`src/rtl/fe_ic_arb.sv`:
```
// fe_ic_arb: shares one IC request port among NUM_REQ front-end requesters, remapping ids to internal tags.
// Optional saturating perf counters are built when FE_IC_ARB_PERF_EN is defined.
package fe_ic_arb_pkg;
  localparam int ADDR_W = 32;
  localparam int ID_W   = 8;
  localparam int DATA_W = 32;

  typedef struct packed {
    logic              valid;
    logic [ADDR_W-1:0] addr;
    logic [ID_W-1:0]   id;
  } t_mem_req_pkt;

  typedef struct packed {
    logic              valid;
    logic [ID_W-1:0]   id;
    logic [DATA_W-1:0] data;
  } t_mem_rsp_pkt;
endpackage

module fe_ic_arb
  import fe_ic_arb_pkg::*;
#(
  parameter int NUM_REQ      = 2,
  parameter int MAX_OUTST    = 4,
  parameter int STARVE_LIMIT = 8
) (
  input  logic                       clk,
  input  logic                       reset,
  input  logic [NUM_REQ-1:0]         rq_req_valid,
  input  t_mem_req_pkt [NUM_REQ-1:0] rq_req_pkt,
  output logic [NUM_REQ-1:0]         rq_req_gn,
  output t_mem_rsp_pkt [NUM_REQ-1:0] rq_rsp_pkt,
  input  logic                       flush,
  output t_mem_req_pkt               fb_ic_req_nnn,
  input  logic                       ic_fb_req_rdy,
  input  t_mem_rsp_pkt               ic_fb_rsp_nnn,
  output logic                       arb_err
`ifdef FE_IC_ARB_PERF_EN
  ,
  output logic [31:0]                perf_grants [NUM_REQ],
  output logic [31:0]                perf_full_cyc,
  output logic [31:0]                perf_drop
`endif
);

  localparam int TAG_W = (MAX_OUTST > 1) ? $clog2(MAX_OUTST) : 1;
  localparam int OWN_W = (NUM_REQ > 1) ? $clog2(NUM_REQ) : 1;
  localparam int CNT_W = $clog2(STARVE_LIMIT + 1);

  logic [MAX_OUTST-1:0] r_busy;
  logic [MAX_OUTST-1:0] r_drop;
  logic [OWN_W-1:0]     r_owner   [MAX_OUTST];
  logic [ID_W-1:0]      r_orig_id [MAX_OUTST];
  logic [OWN_W-1:0]     r_rr_ptr;
  logic [CNT_W-1:0]     r_starve  [NUM_REQ];
  t_mem_rsp_pkt [NUM_REQ-1:0] r_rsp_pkt;
  logic                 r_err;

  logic             w_any_free;
  logic [TAG_W-1:0] w_free_tag;
  logic             w_can_grant;
  logic             w_gnt_any;
  logic [OWN_W-1:0] w_gnt_idx;
  logic [TAG_W-1:0] w_rsp_tag;
  logic             w_rsp_hit;
  logic             w_rsp_fwd;
  logic             w_rsp_drop;
  logic             w_unused_pkt_valid;

  function automatic logic [OWN_W-1:0] rr_idx(input logic [OWN_W-1:0] ptr, input int k);
    return OWN_W'(((int'(ptr) - 1 + k) % (NUM_REQ - 1)) + 1);
  endfunction

  // Lowest free tag comes from the registered busy vector, so a tag freed this cycle is not reused yet.
  always_comb begin
    w_any_free = 1'b0;
    w_free_tag = '0;
    for (int t = MAX_OUTST - 1; t >= 0; t--) begin
      if (!r_busy[t]) begin
        w_any_free = 1'b1;
        w_free_tag = TAG_W'(t);
      end
    end
  end

  assign w_can_grant = ic_fb_req_rdy && w_any_free && !flush;

  always_comb begin
    w_gnt_any = 1'b0;
    w_gnt_idx = '0;
    if (w_can_grant) begin
      for (int i = NUM_REQ - 1; i >= 1; i--) begin
        if (rq_req_valid[i] && r_starve[i] == CNT_W'(STARVE_LIMIT)) begin
          w_gnt_any = 1'b1;
          w_gnt_idx = OWN_W'(i);
        end
      end
      if (!w_gnt_any && rq_req_valid[0]) begin
        w_gnt_any = 1'b1;
        w_gnt_idx = '0;
      end
      if (!w_gnt_any) begin
        for (int k = NUM_REQ - 2; k >= 0; k--) begin
          if (rq_req_valid[rr_idx(r_rr_ptr, k)]) begin
            w_gnt_any = 1'b1;
            w_gnt_idx = rr_idx(r_rr_ptr, k);
          end
        end
      end
    end
  end

  assign rq_req_gn = w_gnt_any ? (NUM_REQ'(1) << w_gnt_idx) : '0;

  always_comb begin
    fb_ic_req_nnn = '0;
    if (w_gnt_any) begin
      fb_ic_req_nnn.valid = 1'b1;
      fb_ic_req_nnn.addr  = rq_req_pkt[w_gnt_idx].addr;
      fb_ic_req_nnn.id    = ID_W'(w_free_tag);
    end
  end

  always_comb begin
    w_unused_pkt_valid = 1'b0;
    for (int i = 0; i < NUM_REQ; i++) begin
      w_unused_pkt_valid = w_unused_pkt_valid ^ rq_req_pkt[i].valid;
    end
  end

  // Ids outside the table range count as unallocated tags.
  assign w_rsp_tag  = ic_fb_rsp_nnn.id[TAG_W-1:0];
  assign w_rsp_hit  = ic_fb_rsp_nnn.valid && (ic_fb_rsp_nnn.id < ID_W'(MAX_OUTST)) && r_busy[w_rsp_tag];
  assign w_rsp_fwd  = w_rsp_hit && !r_drop[w_rsp_tag] && !flush;
  assign w_rsp_drop = ic_fb_rsp_nnn.valid && !w_rsp_fwd;

  always_ff @(posedge clk or negedge reset) begin
    if (!reset) begin
      r_busy <= '0;
      r_drop <= '0;
      for (int t = 0; t < MAX_OUTST; t++) begin
        r_owner[t]   <= '0;
        r_orig_id[t] <= '0;
      end
    end else begin
      if (flush) r_drop <= r_drop | r_busy;
      if (w_rsp_hit) r_busy[w_rsp_tag] <= 1'b0;
      if (w_gnt_any) begin
        r_busy[w_free_tag]    <= 1'b1;
        r_drop[w_free_tag]    <= 1'b0;
        r_owner[w_free_tag]   <= w_gnt_idx;
        r_orig_id[w_free_tag] <= rq_req_pkt[w_gnt_idx].id;
      end
    end
  end

  // Pointer only moves on secondary grants; requester 0 never owns a starve counter.
  always_ff @(posedge clk or negedge reset) begin
    if (!reset) begin
      r_rr_ptr <= OWN_W'(1);
      for (int i = 0; i < NUM_REQ; i++) r_starve[i] <= '0;
    end else begin
      if (w_gnt_any && w_gnt_idx != '0) begin
        r_rr_ptr <= (w_gnt_idx == OWN_W'(NUM_REQ - 1)) ? OWN_W'(1) : w_gnt_idx + OWN_W'(1);
      end
      for (int i = 0; i < NUM_REQ; i++) begin
        if (i == 0 || !rq_req_valid[i] || (w_gnt_any && w_gnt_idx == OWN_W'(i))) begin
          r_starve[i] <= '0;
        end else if (r_starve[i] != CNT_W'(STARVE_LIMIT)) begin
          r_starve[i] <= r_starve[i] + CNT_W'(1);
        end
      end
    end
  end

  always_ff @(posedge clk or negedge reset) begin
    if (!reset) begin
      r_rsp_pkt <= '0;
      r_err     <= 1'b0;
    end else begin
      r_rsp_pkt <= '0;
      if (w_rsp_fwd) begin
        r_rsp_pkt[r_owner[w_rsp_tag]].valid <= 1'b1;
        r_rsp_pkt[r_owner[w_rsp_tag]].id    <= r_orig_id[w_rsp_tag];
        r_rsp_pkt[r_owner[w_rsp_tag]].data  <= ic_fb_rsp_nnn.data;
      end
      if (ic_fb_rsp_nnn.valid && !w_rsp_hit) r_err <= 1'b1;
    end
  end

  assign rq_rsp_pkt = r_rsp_pkt;
  assign arb_err    = r_err;

`ifdef FE_IC_ARB_PERF_EN
  always_ff @(posedge clk or negedge reset) begin
    if (!reset) begin
      for (int i = 0; i < NUM_REQ; i++) perf_grants[i] <= '0;
      perf_full_cyc <= '0;
      perf_drop     <= '0;
    end else begin
      for (int i = 0; i < NUM_REQ; i++) begin
        if (w_gnt_any && w_gnt_idx == OWN_W'(i) && perf_grants[i] != '1) begin
          perf_grants[i] <= perf_grants[i] + 32'd1;
        end
      end
      if ((|rq_req_valid) && ic_fb_req_rdy && !flush && !w_any_free && perf_full_cyc != '1) begin
        perf_full_cyc <= perf_full_cyc + 32'd1;
      end
      if (w_rsp_drop && perf_drop != '1) perf_drop <= perf_drop + 32'd1;
    end
  end
`endif

endmodule

```
`config.mk`:
```
export PLATFORM = sky130hd
export DESIGN_NAME = fe_ic_arb
export DESIGN_NICKNAME = d
export VERILOG_FILES = /design/src/rtl/fe_ic_arb.sv
export SDC_FILE = /design/constraint.sdc
export NUM_CORES = 1
export LEC_CHECK = 0
export CORE_ASPECT_RATIO = 0.8
export CORE_MARGIN = 8
export CORE_UTILIZATION = 44
export CTS_CLUSTER_SIZE = 16
export DETAILED_ROUTE_END_ITERATION = 16
export MAX_ROUTING_LAYER = met4
export PLACE_DENSITY = 0.85
export SLEW_MARGIN = 20
export SYNTH_ARGS = -nofsm -noshare
export SYNTH_HDL_FRONTEND = slang
export SYNTH_SLANG_ARGS = --single-unit
```
`constraint.sdc`:
```
create_clock -name clk -period 5.9 [get_ports clk]
set_input_delay 0.59 -clock clk [delete_from_list [all_inputs] [get_ports clk]]
set_output_delay 0.59 -clock clk [all_outputs]
set_load 0.1 [all_outputs]
```
-- Word-level counts from Yosys, hierarchy flattened
Index checks and enable logic that the tools add are counted.
- input port bits: 129
- word-level logic and storage cells: 120
- output and inout bits: 126
- register bits: 131
- mux-type cells: 58
- shift operators: 1
- reduce and logical (&&, ||, !) cells: 21
- add/sub/neg operators: 1
- equality and inequality tests: 2
- bitwise operators: 8
- magnitude comparators: 11
- operators by type and width (cell ; count):
    $bwmux W82 ; 2
    $demux W41 S1 ; 3
    $mux W40 ; 3
    $mux W41 ; 2
    $mux W82 ; 1
    $bwmux W32 ; 1
    $mux W32 ; 1
    $mux W4 ; 6
    $mux W8 ; 3
    $mux W1 ; 22
    $bmux W8 S2 ; 1
    $demux W8 S2 ; 1
    $logic_and A1 B1 Y1 ; 14
    $mux W2 ; 5
    $and A4 B4 Y4 ; 2
    $lt A8 B3 Y1 const B ; 1
    $not A4 Y4 ; 2
    $or A4 B4 Y4 ; 2
    $bmux W1 S2 ; 3
    $demux W1 S2 ; 3
    $ge A3 B3 Y1 const B ; 2
    $lt A2 B3 Y1 const B ; 2
    $not A2 Y3 ; 2
    $logic_not A1 Y1 ; 5
    11 further kinds ; 13

-- Logic depth before layout (Yosys ltp)
- word-level depth: 16
- depth in mapped cells: 7
- depth with buffers taken out: 6

-- Worst setup path after synthesis
No wires, ideal clock.
- path kind: in2out
- start point: in flush
- end point: out fb_ic_req_nnn[0] (netlist name)
- data required time: 5310 ps
- slack: 1814 ps
- stages on the path: 4
- arrival time: 3496 ps
- path buffers: 1
- path through: nand2b_1 > buf_2 > or2_2 > a211oi_1
- RTL lines (what ; line ; text):
    start, declared ; 34 ; input logic flush,
    end, declared ; 35 ; output t_mem_req_pkt fb_ic_req_nnn,

==> results.py <==
metrics = {
    "routing": {
        "dr.pass1.iters": 4,
        "wl_um": 17600,
        "num_vias": 4381,
        "drc": 0,
        "wl_per_cell_um": 21.0,
        "viasPerCell": 5.24,
        "drt-initial-drc-count": 314,
        "drtAntennaViolNets": 0,
    },
    "setup_path": {
        "reg2reg_depth": 8,
        "endpoint": "fb_ic_req_nnn[33]",
        "worstSetupPathType": "in2out",
        "startpoint": "flush",
        "rr_endpoint": "r_orig_id[15]",
        "worstPathArrival_ps": 4050,
        "crit_required_ps": 5310,
        "r2r-start": "r_starve[0]",
        "rrSetupSlack_ps": 3140,
        "worstSetupStartpointType": "input port",
        "cp-end-kind": "output pin",
        "cp_max_fo": 23,
    },
    "yosys": {
        "syn_inst": 428,
        "synth_area_per_cell_um2": 12.5,
        "yosysSeqAreaShare": 0.613,
        "ys_warn_count": 0,
        "yosysTopAreaCell": "dfrtp_1",
        "synth_top_area_share": 0.613,
        "synth_area_leaders": "dfrtp_1 (61%), and2_1 (9.5%), a22o_1 (5.2%), mux4_2 (4.2%), a21oi_1 (2.5%)",
        "ys_types": 42,
        "ys_ff_latch": 131,
        "syn_area_um2": 5350,
    },
    "sta": {
        "rsz0062_at_grt": "no",
        "tightestPinTransition_ps": 1060,
        "slew_viol_final": 0,
        "hold_violations": 0,
        "skew_ps": 7.01,
        "fin_crit_ps": 4640,
        "setup_ws_ps": 1260,
        "finalSetupTns_ps": 0,
        "finalCritPeriodShare": 0.786,
        "final-setup-viol-count": 0,
        "max_freq_mhz": 216,
        "relSlewSlack": 0.293,
    },
    "global_route": {
        "overflow": 0,
        "grt_max_degree": 80,
        "grt_use_total": 0.229,
        "grt_pass1_wl_um": 27300,
        "grt_pass1_vias": 4683,
        "antenna_found_initial": 0,
    },
    "pwr": {
        "switching_power_w": 0.000872,
        "combPwrFrac": 0.227,
        "power_w": 0.00285,
        "swShare": 0.306,
        "internal_power_w": 0.00197,
        "ir_drop_uv": 241,
        "pwr-share-seq": 0.381,
        "powerDensity_nw_per_um2": 334,
        "leakage_nw": 3.72,
        "clkPwrFrac": 0.392,
    },
    "cells_and_area": {
        "final_nets": 803,
        "final_cell_count_no_fill": 836,
        "drive_above_1_share": 0.115,
        "area_growth_pct": 59.2,
        "fin_area_um2": 8510,
        "diodes": 0,
    },
    "floorplanning": {
        "core_area_um2": 12000,
        "dieArea_um2": 16000,
        "start_util": 0.445,
        "die_h_um": 115,
        "die_w_um": 139,
        "ios": 255,
        "fp-row-count": 36,
    },
    "clock_network": {
        "cts_hold_buf": 0,
        "clkTransAtPathRegs_ps": 60,
        "cts_resized": 0,
        "post_cts_buffers": 0,
        "cts.sinks": 131,
        "clk_latency_ps": 410,
        "cts_tree": "yes",
        "cts_buffers": 17,
        "cts_root_buffer": "clkbuf_16",
        "cts_max_level": 4,
        "clock_path_buffers": 2,
    },
    "place": {
        "dpl.cell_count": 804,
        "gp_congestion": 0.783,
        "preCtsSetupSlack_ps": 1350,
        "place_hpwl_um": 12700,
        "placed_cell_area_um2": 7870,
        "port_buffers": 246,
    },
    "hold_path": {
        "hp-class": "in2async",
    },
    "run": {
        "cap_violations": 0,
    },
    "outcome": {
        "outcome": "completed",
    },
}
flip-flops by register name (all words and copies together) (netlist names):
signal      cells
r_busy          4
r_drop          4
r_starve        4
rq_rsp_pkt     82
r_owner         4
r_orig_id      32
arb_err         1
logic make-up (layout without fill, tap and decap cells):
family                   Yosys count  in the layout  synth area share
adder cells (fa/ha/maj)            2              2           0.00468
multiplexers                      24             24            0.0692
other                              1              6          0.000701
flip-flops                       131            131             0.613
XOR/XNOR                           2              2           0.00328
buffers and inverters             39            290            0.0365
AND/OR/NAND/NOR                  148            148             0.166
AO/OA/AOI/OAI                     81             81             0.107
worst min path at each step:
stage / end / cells past startpoint
after floorplan: arb_err / 0
after global placement: arb_err / 1
after detailed placement: arb_err / 1
after CTS: rq_rsp_pkt[31] / 1
after global routing: rq_rsp_pkt[46] / 1
final: rq_rsp_pkt[46] / 1
synthesized netlist by cell type (all sizes together):
library cell	count
a2111oi	1
xor2	1
buf	21
a21o	4
inv	5
o21ai	11
or3	1
nor3b	1
nand3	3
mux2	4
xnor2	1
and4	1
nand2	12
and3	1
a211oi	2
clkbuf	13
nor4b	1
mux2i	10
a21oi	27
nand2b	2
nand3b	4
and4b	1
a22o	32
o31ai	1
o211ai	1
a31oi	1
nor3	5
mux4	10
or2	1
nor4	3
and2	81
nor2	30
o32ai	1
ha	2
conb	1
dfrtp	131
nand4b	1
worst max-delay path, stage by stage:
cell	delay, ps
clkdlybuf4s50_1	510
nand2b_1	430
nor3_1	340
and3_1	760
a22o_1	250
clkdlybuf4s50_1	1160
through the flow:
step,utilization,hold slack [ps]
after floorplan,-,294
after global placement,0.653,444
after detailed placement,0.654,444
after CTS,0.707,359
after global routing,0.708,409
final,0.708,313
final cells by class:
class / instances / area [um2]
fillers: 782 / 3510
flip-flops and latches: 131 / 3280
repair buffers: 254 / 2490
multi-input cells: 263 / 1910
clock buffers: 19 / 453
well taps: 152 / 190
clock inverters: 12 / 180
inverters: 5 / 18.8
layer usage:
layer	vias up	GRT usage	part of all wire
li1	1948	-	-
met1	2194	0.251	0.38
met2	187	0.390	0.53
met3	52	0.0617	0.058
met4	0	0.0999	0.031
met5	-	-	0
placed cells by master, fill, tap and decap left out, types with 4 or more instances in the layout:
cell type        count
clkdlybuf4s50_1    227
dfrtp_1            131
and2_1              81
a22o_1              32
nor2_1              29
a21oi_1             27
buf_4               25
clkbuf_16           17
nand2_1             12
mux4_2              10
mux2i_1             10
o21ai_1              8
conb_1               6
inv_1                5
clkinvlp_4           5
nand3b_1             4
a21o_1               4
bufinv_16            4
power by group through the flow:
stage / sequential [W] / combinational [W] / clock (W)
6_report: 0.00109 / 0.000646 / 0.00111
5_1_grt: 0.00109 / 0.000686 / 0.00117
4_1_cts: 0.00108 / 0.000645 / 0.00113
3_5_place_dp: 0.00109 / 0.000636 / 0
3_3_place_gp: 0.00108 / 0.000613 / 0
2_1_floorplan: 0.00107 / 0.000432 / 0
Note: power is estimated with default switching activity, not from simulation.
